**src/rtl/dom3_share_feeder.sv**
```systemverilog
// dom3_share_feeder
//   Feeds the 4-share (d=3) DOM AND gadget. Takes one unmasked (a, b) bit
//   pair per valid/ready transaction and splits each bit into 4 Boolean
//   shares using an internal xorshift32 PRNG. The PRNG also supplies the 6
//   refreshing bits the gadget needs. All outputs come from one register
//   stage. The PRNG steps exactly once per accepted transaction and once
//   per warm-up cycle, so runs are reproducible from the seed.
//
// Ports
//   clk, rst               clock, async active-high reset
//   seed_valid, seed       load PRNG seed (0 -> 1); overrides everything
//   in_valid/in_ready      input handshake; in_a, in_b unmasked operands
//   out_valid/out_ready    output handshake
//   a_sh, b_sh             4 shares each; XOR of the shares = operand
//   refreshing             6 fresh random bits for the gadget cross terms
//   busy                   high until seeded and warmed up
module dom3_share_feeder #(
  parameter int          WARMUP_CYCLES = 16,
  parameter logic [31:0] SEED_DEFAULT  = 32'h0000_0001
) (
  input  logic        clk,
  input  logic        rst,
  input  logic        seed_valid,
  input  logic [31:0] seed,
  input  logic        in_valid,
  output logic        in_ready,
  input  logic        in_a,
  input  logic        in_b,
  output logic        out_valid,
  input  logic        out_ready,
  output logic [3:0]  a_sh,
  output logic [3:0]  b_sh,
  output logic [5:0]  refreshing,
  output logic        busy
);

  typedef enum logic [1:0] {UNSEEDED, WARMUP, RUN} state_t;

  localparam int          CW    = (WARMUP_CYCLES > 1) ? $clog2(WARMUP_CYCLES) : 1;
  localparam logic [CW-1:0] WLAST = CW'((WARMUP_CYCLES > 0) ? WARMUP_CYCLES - 1 : 0);

  function automatic logic [31:0] xs32(input logic [31:0] x);
    logic [31:0] y;
    y = x ^ (x << 13);
    y = y ^ (y >> 17);
    y = y ^ (y << 5);
    return y;
  endfunction

  state_t        state_q, state_d;
  logic [31:0]   prng_q;
  logic [31:0]   prng_nxt;
  logic [CW-1:0] warm_q;
  logic          accept;

  assign prng_nxt = xs32(prng_q);
  assign busy     = (state_q != RUN);
  // Seed load wins over an accept in the same cycle; a stalled output
  // blocks new input so the PRNG never steps without a consumer.
  assign in_ready = (state_q == RUN) && !seed_valid && (!out_valid || out_ready);
  assign accept   = in_valid && in_ready;

  always_ff @(posedge clk or posedge rst) begin
    if (rst) state_q <= UNSEEDED;
    else     state_q <= state_d;
  end

  always_comb begin
    state_d = state_q;
    if (seed_valid)
      state_d = (WARMUP_CYCLES == 0) ? RUN : WARMUP;
    else if (state_q == WARMUP && warm_q == WLAST)
      state_d = RUN;
  end

  always_ff @(posedge clk or posedge rst) begin
    if (rst) begin
      prng_q     <= SEED_DEFAULT;
      warm_q     <= '0;
      out_valid  <= 1'b0;
      a_sh       <= '0;
      b_sh       <= '0;
      refreshing <= '0;
    end else if (seed_valid) begin
      prng_q    <= (seed == 32'h0) ? 32'h1 : seed;
      warm_q    <= '0;
      out_valid <= 1'b0;
    end else if (state_q == WARMUP) begin
      prng_q <= prng_nxt;
      warm_q <= warm_q + CW'(1);
    end else if (accept) begin
      prng_q <= prng_nxt;
      // Operand only ever lands XORed into share 0.
      a_sh       <= {prng_nxt[2:0], in_a ^ (^prng_nxt[2:0])};
      b_sh       <= {prng_nxt[5:3], in_b ^ (^prng_nxt[5:3])};
      refreshing <= prng_nxt[11:6];
      out_valid  <= 1'b1;
    end else if (out_valid && out_ready) begin
      out_valid <= 1'b0;
    end
  end

endmodule

```
**config.mk**
```make
export PLATFORM = sky130hd
export DESIGN_NAME = dom3_share_feeder
export DESIGN_NICKNAME = d
export VERILOG_FILES = /design/src/rtl/dom3_share_feeder.sv
export SDC_FILE = /design/constraint.sdc
export NUM_CORES = 1
export LEC_CHECK = 0
export ABC_AREA = 1
export CORE_AREA = 8 8 93 95
export CTS_CLUSTER_DIAMETER = 30
export DETAILED_ROUTE_END_ITERATION = 16
export DIE_AREA = 0 0 101 103
export HOLD_SLACK_MARGIN = 0.06
export PLACE_DENSITY = 0.76
export REMOVE_ABC_BUFFERS = 1
export SLEW_MARGIN = 20
export SYNTH_ARGS = -nofsm -noshare
export SYNTH_HDL_FRONTEND = slang
export SYNTH_SLANG_ARGS = --single-unit
```
**constraint.sdc**
```tcl
create_clock -name clk -period 1.5 [get_ports clk]
set_input_delay 0.225 -clock clk [delete_from_list [all_inputs] [get_ports clk]]
set_output_delay 0.225 -clock clk [all_outputs]
set_load 0.05 [all_outputs]
```
=== Yosys cells after proc, flatten, opt, wreduce, memory -nomap -nowiden ===
Index checks and enable logic that the tools add are counted.

* Reductions and logical operators: 17
* Bitwise logic cells: 7
* Equality and inequality tests: 5
* Muxes and demuxes: 12
* Add/subtract/negate cells: 1

{| class="wikitable"
|+ Operators by type and width
! cell !! number
|-
| $mux W32 || 4
|-
| $xor A32 B32 Y32 || 2
|-
| $logic_not A32 Y1 || 1
|-
| $xor A32 B15 Y32 || 1
|-
| $mux W4 || 2
|-
| $reduce_bool A3 Y1 || 2
|-
| $reduce_xor A3 Y1 || 2
|-
| $logic_and A1 B1 Y1 || 5
|-
| $add A4 B1 Y4 const B || 1
|-
| $eq A4 B4 Y1 const B || 1
|-
| $mux W1 || 4
|-
| $mux W2 || 2
|-
| $ne A2 B2 Y1 const B || 2
|-
| $reduce_bool A2 Y1 || 2
|-
| $reduce_and A3 Y1 || 1
|-
| $eq A2 B1 Y1 const B || 1
|-
| $eq A2 B2 Y1 const B || 1
|-
| $logic_not A1 Y1 || 2
|-
| $not A1 Y1 || 2
|-
| $reduce_and A2 Y1 || 1
|-
| $xor A1 B1 Y1 || 2
|-
| $logic_or A1 B1 Y1 || 1
|}

* Register bits: 53
* Output and inout bits: 17
* Logic and storage cells: 49
* Input port bits: 39

=== Logic depth before layout (Yosys ltp) ===
Gate-level depths: netlist (run 1).

* Depth in word-level cells: 7
* Mapped depth: 11
* Gate-level depth less buffers: 11

=== Worst setup path after synthesis (run 1) ===
OpenSTA, ideal clock, no wires.

* Path type: flip-flop to flip-flop
* Start: register out_valid
* End: register prng_q[20]
* Arrival time: 1.542 ns
* Library setup time: 0.124 ns
* Data required time: 1.376 ns
* Stages on the path, launching flop included: 10
* Buffers on the path: 2
* Setup slack: -0.166 ns
* Period minus slack after synthesis: 1.666 ns
* Cell sequence: dfrtp_1 > nand2_1 > nand3_2 > nor2_4 > nor2_4 > inv_2 > buf_4 > buf_6 > o211ai_1 > nand2_1

* Cells in the longest elaborated chain, start to end: 5

{| class="wikitable"
|+ Ends and longest elaborated chain
! what !! line !! source
|-
| start, declared || 29 || <nowiki>output logic out_valid,</nowiki>
|-
| start signal, assigned || 80 || <nowiki>out_valid <= 1'b0;</nowiki>
|-
| start signal, assigned || 87 || <nowiki>out_valid <= 1'b0;</nowiki>
|-
| start signal, assigned || 97 || <nowiki>out_valid <= 1'b1;</nowiki>
|-
| $logic_not A1 Y1 || 60 || <nowiki>assign in_ready = (state_q == RUN) && !seed_valid && (!out_valid || out_ready);</nowiki>
|-
| $logic_or A1 B1 Y1 || 60 ||
|-
| $logic_and A1 B1 Y1 || 60 ||
|-
| $logic_and A1 B1 Y1 || 61 || <nowiki>assign accept = in_valid && in_ready;</nowiki>
|-
| $reduce_bool A3 Y1 (no source line) || -- ||
|-
| end signal, assigned || 85 || <nowiki>prng_q <= (seed == 32'h0) ? 32'h1 : seed;</nowiki>
|-
| end signal, assigned || 89 || <nowiki>prng_q <= prng_nxt;</nowiki>
|-
| end signal, assigned || 92 || <nowiki>prng_q <= prng_nxt;</nowiki>
|-
| end, declared || 51 || <nowiki>logic [31:0] prng_q;</nowiki>
|}

No other way between the ends.
A chain may end at the register's enable or synchronous reset.

=== Worst setup path after layout (run 1) ===
* Start: register prng_q[16]
* End: register prng_q[16]

* Cells in the longest elaborated chain, start to end: 6

{| class="wikitable"
|+ Ends and longest elaborated chain
! what !! line !! source
|-
| $xor A32 B32 Y32 (*) || 44 || <nowiki>y = x ^ (x << 13);</nowiki>
|-
| $xor A32 B15 Y32 (*) || 45 || <nowiki>y = y ^ (y >> 17);</nowiki>
|-
| $xor A32 B32 Y32 (*) || 46 || <nowiki>y = y ^ (y << 5);</nowiki>
|-
| $mux W32 || 91 || <nowiki>end else if (accept) begin</nowiki>
|-
| $mux W32 (*) || 88 || <nowiki>end else if (state_q == WARMUP) begin</nowiki>
|-
| $mux W32 (*) || 84 || <nowiki>end else if (seed_valid) begin</nowiki>
|}

Every way passes the cells marked *; elsewhere a longest branch is shown, timed or not. The select of a mux whose other input is x is not followed.

==> results.cfg, run 1 <==
[placed_design]
dp_hpwl_mm = 7.937
gp_congestion = 0.9101
dp_cells = 688
portBuffers = 55
placed_area_um2 = 4443

[floorplanning]
pin_count = 56
die_y_um = 103
die_w_um = 101
die-area_um2 = 10400
start_util_pct = 48.39
core-area_um2 = 7137
rows = 31

[final_layout]
area_growth_pct = 35.83
drive_gt1_share_pct = 15.23
antennaDiodeCount = 0
finalNetCount = 644
nFillCells = 643
fin_cells = 703
design_area_um2 = 4691

[synth]
synth_largest_area_cell = dfrtp_1
syn-cell-area_um2 = 3453
synth_top_area_share_pct = 37.68
ys.flop_type = dfrtp_1
synth_edf_count = 0
avgSynthCellArea_um2 = 6.603
synth_most_common_cell = nand2_1
synth_cells = 523
ys_async_sr_fraction_pct = 100.0
synth.area.top_cells = dfrtp_1 38%, nand2_1 22%, nand3_1 7.0%
yosysUniqueCellTypes = 27
ys_top_cells_by_count = 199 x nand2_1, 52 x dfrtp_1, 49 x inv_1
ys_ff_latch = 53
yosysWarningCount = 0
ys_seq_area_share_pct = 38.44

[global_route]
grt_pass1_wl_mm = 17.04
grt_pass1_vias = 3612
grt_max_degree = 32
track_usage_pct = 20.40
antenna_found_initial = 0
overflow = 0

[detailed_routing]
vias = 3742
antenna_left = 0
drt_drc_violations_left = 0
drtIter0Drc = 281
vias_per_cell = 5.323
dr.pass1.iters = 5
wl_per_cell_um = 14.98
routed_wl_mm = 10.53

[sta]
fin_skew_ps = 9.196
hold_viol = 0
slew_violations = 0
fmax_mhz = 691.9
slew_headroom_pct = 70.63
setup_viol = 0
worst_slew_pin_slew_ps = 437.4
grt_setup_unrepaired = yes
min_period_ps = 1445
finalCritPeriodShare_pct = 96.36

[clock_tree]
cts_root_buf = clkbuf_8
clk_latency_ps = 310
clock_sinks = 53
cts_tree = done
ctsHtreeMaxLevel = 2
hold_buffers = 0
cts_buffers = 5
clk_pin_slew_ps = 100
cts_buffer_depth = 2

[worst_setup_path]
crit_type = reg -> reg
end_kind = flip-flop
max_stage_delay_ps = 430
path_cells = buf_4, xnor2_1, nand3b_1, nand3_1, a21oi_1
crit_slowest_cell = dfrtp_1
worstPathRequired_ps = 1740
arrival_ps = 1680
crit_fanout = 4
start_kind = flip-flop

[job]
cap_violations = 0

[power]
power.leakage_uw = 0.002350
pwr_density_cell_nw_per_um2 = 1751
max-vdd-ir-drop_uv = 915.0

[run_status]
outcome = finished, final reports clean

[hold_path]
worstHoldPathType = in -> async
-- registers in the layout (all words and copies together), names as in the netlist --
signal	cells
prng_q	32
refreshing	6
a_sh	4
b_sh	4
warm_q	4
state_q	2
out_valid	1
-- layer usage --
metal  global-route usage [%]  up-vias  part of all wire [%]
met1                    25.45     1746                    42
met5                        0        -                     0
met3                    3.174       21                   6.9
met2                    35.61      158                    49
li1                         -     1817                     -
met4                    5.842        0                   1.6
-- where the power goes --
| group | total, uW | internal, uW | switching (uW) |
|---|---|---|---|
| logic | 4870 | 1930 | 2940 |
| clock network | 980 | 487 | 493 |
| registers | 2360 | 1870 | 494 |
| total | 8210 | 4280 | 3930 |
-- per-stage QoR --
step / utilization [%] / hold WS [ps] / TNS (ps) / total power [uW] / worst slack (ps)
after detailed placement: 62.25 / 450.8 / -6780 / 6898 / -255.6
after floorplan: - / 288.1 / -13490 / 5583 / -455.1
after CTS: 63.99 / 112.1 / -1.391 / 7916 / -1.391
final: 65.73 / 113.8 / 0 / 8213 / 54.67
after global routing: 65.73 / 123.1 / -122.0 / 8910 / -52.34
after global placement: 62.25 / 454.7 / -4553 / 6732 / -160.8
-- layout by cell type, fill, tap and decap left out, types with 3 or more instances in the layout --
| cell type | instances |
|---|---|
| xor2_1 | 8 |
| clkdlybuf4s50_1 | 38 |
| xnor2_1 | 15 |
| nand2_2 | 15 |
| nand2_1 | 184 |
| clkbuf_8 | 5 |
| o21ai_0 | 24 |
| buf_12 | 18 |
| dfrtp_1 | 52 |
| nor2_4 | 3 |
| nand4_1 | 3 |
| o21ai_1 | 7 |
| inv_2 | 6 |
| a21oi_1 | 32 |
| nand3_1 | 46 |
| buf_4 | 34 |
| o211ai_1 | 7 |
| a31oi_1 | 4 |
| inv_1 | 44 |
| nor2_1 | 44 |
-- worst max-delay path: cells and delay by family (launching register included) --
kind,cells,cell delay [ps]
buf+inv,1,150
simple gates,2,260
xor+xnor,1,380
compound gates,1,160
flops,1,430
-- final cells by class --
type	count	area [um2]	area share (%)
inverters	51	193.9	4.134
clock buffers	5	68.82	1.467
flip-flops and latches	53	1328	28.30
clock inverters	2	35.03	0.7469
repair buffers	92	1032	22.01
well taps	99	123.9	2.641
multi-input cells	401	1909	40.70
-- repair_timing --
item                       4_1_cts  5_1_grt
setup endpoints to repair        1       36
gates resized for setup          3       28
buffers inserted                 3        5
cloned                           0        1
pin swaps                        2        1
-- cells by family after synthesis --
group / synth area share [%]
AOI/OAI and AO/OA: 11.38
adders and majority gates: 0.3623
xor gates and xnor gates: 5.834
and+or+nand+nor: 35.98
buffers and inverters: 8.007
DFF: 38.44
-- worst paths after layout --
path / start / to / slack, ps / depth (start not counted)
max in group asynchronous: rst / prng_q[0]$_DFFE_PP1P_ / 920 / 3
worst min register to register: a_sh[1]$_DFFE_PP0P_ / a_sh[1]$_DFFE_PP0P_ / 500 / 2
worst min-delay path: rst / a_sh[0]$_DFFE_PP0P_ / 110 / 2
worst max register to register: prng_q[16]$_DFFE_PP0P_ / prng_q[16]$_DFFE_PP0P_ / 50 / 5
worst max-delay path: prng_q[16]$_DFFE_PP0P_ / prng_q[16]$_DFFE_PP0P_ / 50 / 5
min in group clk: a_sh[1]$_DFFE_PP0P_ / a_sh[1]$_DFFE_PP0P_ / 500 / 2
(Power assumes the default switching activity.)
==> inputs of run 2 (changes only) <==
--- a/config.mk
+++ b/config.mk
@@ -12,6 +12,7 @@
 export DIE_AREA = 0 0 101 103
 export HOLD_SLACK_MARGIN = 0.06
 export PLACE_DENSITY = 0.76
+export RECOVER_POWER = 100
 export REMOVE_ABC_BUFFERS = 1
 export SLEW_MARGIN = 20
 export SYNTH_ARGS = -nofsm -noshare
==> results.cfg, run 2 (synthesized netlist as in run 1, its figures left out) <==
[sta]
min_period_ps = 1449
grt_setup_unrepaired = yes
fin_skew_ps = 8.458
worst_slew_pin_slew_ps = 691.4
hold_viol = 0
slew_headroom_pct = 53.91
slew_violations = 0
fmax_mhz = 690.2
setup_viol = 0
finalCritPeriodShare_pct = 96.59

[placed_design]
dp_hpwl_mm = 7.937
dp_cells = 688
placed_area_um2 = 4443
portBuffers = 55
gp_congestion = 0.9101

[clock_tree]
clock_sinks = 53
cts_root_buf = clkbuf_8
cts_tree = done
clk_pin_slew_ps = 100
hold_buffers = 0
cts_buffer_depth = 2
clk_latency_ps = 310
ctsHtreeMaxLevel = 2
cts_buffers = 5

[detailed_routing]
vias = 3743
wl_per_cell_um = 14.98
dr.pass1.iters = 5
vias_per_cell = 5.324
antenna_left = 0
routed_wl_mm = 10.53
drtIter0Drc = 315
drt_drc_violations_left = 0

[final_layout]
largest-register = prng_q
design_area_um2 = 4569
antennaDiodeCount = 0
reg_top3 = prng_q: 32 flops, refreshing: 6 flops
mostFrequentLayoutCell = nand2_1
largest_reg_flops = 32
final_util_pct = 64.03
drive_gt1_share_pct = 13.58
area_growth_pct = 32.32
layout_common_cells = 184 x nand2_1, 52 x dfrtp_1, 46 x nand3_1, 45 x inv_1, 44 x nor2_1
fin_cells = 703
finalNetCount = 644

[worst_setup_path]
crit_family = flip-flops
path_cells = buf_4, xnor2_1, nand3b_1, nand3_1, a21oi_1
crit_fanout = 4
worstReg2RegStart = prng_q[16]$_DFFE_PP0P_
crit_start = prng_q[16]$_DFFE_PP0P_
arrival_ps = 1680
end_kind = flip-flop
start_kind = flip-flop
crit_type = reg -> reg
cp_num_buf_inv = 1
reg2reg_setup_slack_ps = 50
max_stage_delay_ps = 430
crit_slowest_cell = dfrtp_1
worstPathRequired_ps = 1730

[hold_path]
worstHoldPathType = in -> async

[run_status]
outcome = finished, final reports clean

[global_route]
grt_pass1_wl_mm = 17.04
grt_max_degree = 32
grt_pass1_vias = 3612
antenna_found_initial = 0
track_usage_pct = 20.40
overflow = 0

[floorplanning]
die-area_um2 = 10400
core-area_um2 = 7137
die_w_um = 101
die_y_um = 103
start_util_pct = 48.39
pin_count = 56
rows = 31

[power]
power.leakage_uw = 0.002442
pwr_density_cell_nw_per_um2 = 1793
max-vdd-ir-drop_uv = 913.9

[job]
cap_violations = 0
==> run 2: changes by cell type in the layout (fill, tap and decap cells not counted), sizes merged <==
cell / previous run / this run
clkbuf: 6 / 15
dlygate4sd3: 0 / 1
dlymetal6s2s: 0 / 8
clkdlybuf4s50: 38 / 37
buf: 53 / 36
==> run 2: area by class of cell <==
type / instances / area, um2
multi-input cells: 401 / 1909
clock buffers: 5 / 68.82
clock inverters: 2 / 35.03
fillers: 662 / 2567
inverters: 51 / 193.9
flip-flops and latches: 53 / 1328
well taps: 99 / 123.9
repair buffers: 92 / 910.9
==> run 2: timing repair <==
item / in CTS / in global routing
pin swaps: 2 / 1
setup endpoints to repair: 1 / 36
gates resized for setup: 3 / 28
gates cloned: 0 / 1
setup buffers: 3 / 5
==> run 2: per-stage QoR <==
step / setup slack [ps] / hold slack [ps] / TNS [ps] / total power [uW]
after floorplan: -455.1 / 288.1 / -13490 / 5583
after global placement: -160.8 / 454.7 / -4553 / 6732
after detailed placement: -255.6 / 450.8 / -6780 / 6898
after CTS: -1.391 / 112.1 / -1.391 / 7916
after global routing: -52.34 / 259.2 / -122.0 / 8897
final: 51.15 / 239.7 / 0 / 8192
==> run 2: where the power goes <==
group          switching [uW]  internal (uW)  total [uW]
clock                     486            487         972
combinational            2940           1920        4860
sequential                496           1870        2360
==> run 2: final timing paths <==
kind,endpoint,cells past startpoint
worst max-delay path,prng_q[16]$_DFFE_PP0P_,5
worst min-delay path,a_sh[0]$_DFFE_PP0P_,2
worst max register to register,prng_q[16]$_DFFE_PP0P_,5
worst min register to register,refreshing[3]$_DFFE_PP0P_,2
max in group asynchronous,prng_q[30]$_DFFE_PP0P_,3
min in group clk,refreshing[3]$_DFFE_PP0P_,2
==> run 2: per-layer routing <==
metal  track usage (%)  part of all wire, %  routed length (um)  vias to the layer above
met4             5.842                  1.7                 182                        0
met3             3.174                  6.7                 706                       22
met2             35.61                   49                5199                      160
met1             25.45                   42                4442                     1744
li1                  -                    -                   -                     1817
met5                 0                    0                   0                        -
==> run 2: worst register-to-register path: stages, from the launching register on <==
cell      delay [ps]
dfrtp_1          430
buf_4            150
xnor2_1          380
nand3b_1         170
nand3_1           90
a21oi_1          170
==> inputs of run 3 (changes only) <==
--- a/config.mk
+++ b/config.mk
@@ -8,6 +8,7 @@
 export ABC_AREA = 1
 export CORE_AREA = 8 8 93 95
 export CTS_CLUSTER_DIAMETER = 30
+export CTS_CLUSTER_SIZE = 28
 export DETAILED_ROUTE_END_ITERATION = 16
 export DIE_AREA = 0 0 101 103
 export HOLD_SLACK_MARGIN = 0.06
==> results of run 3 <==
No change in the layout: final DEF, timing and power equal those of run 2.
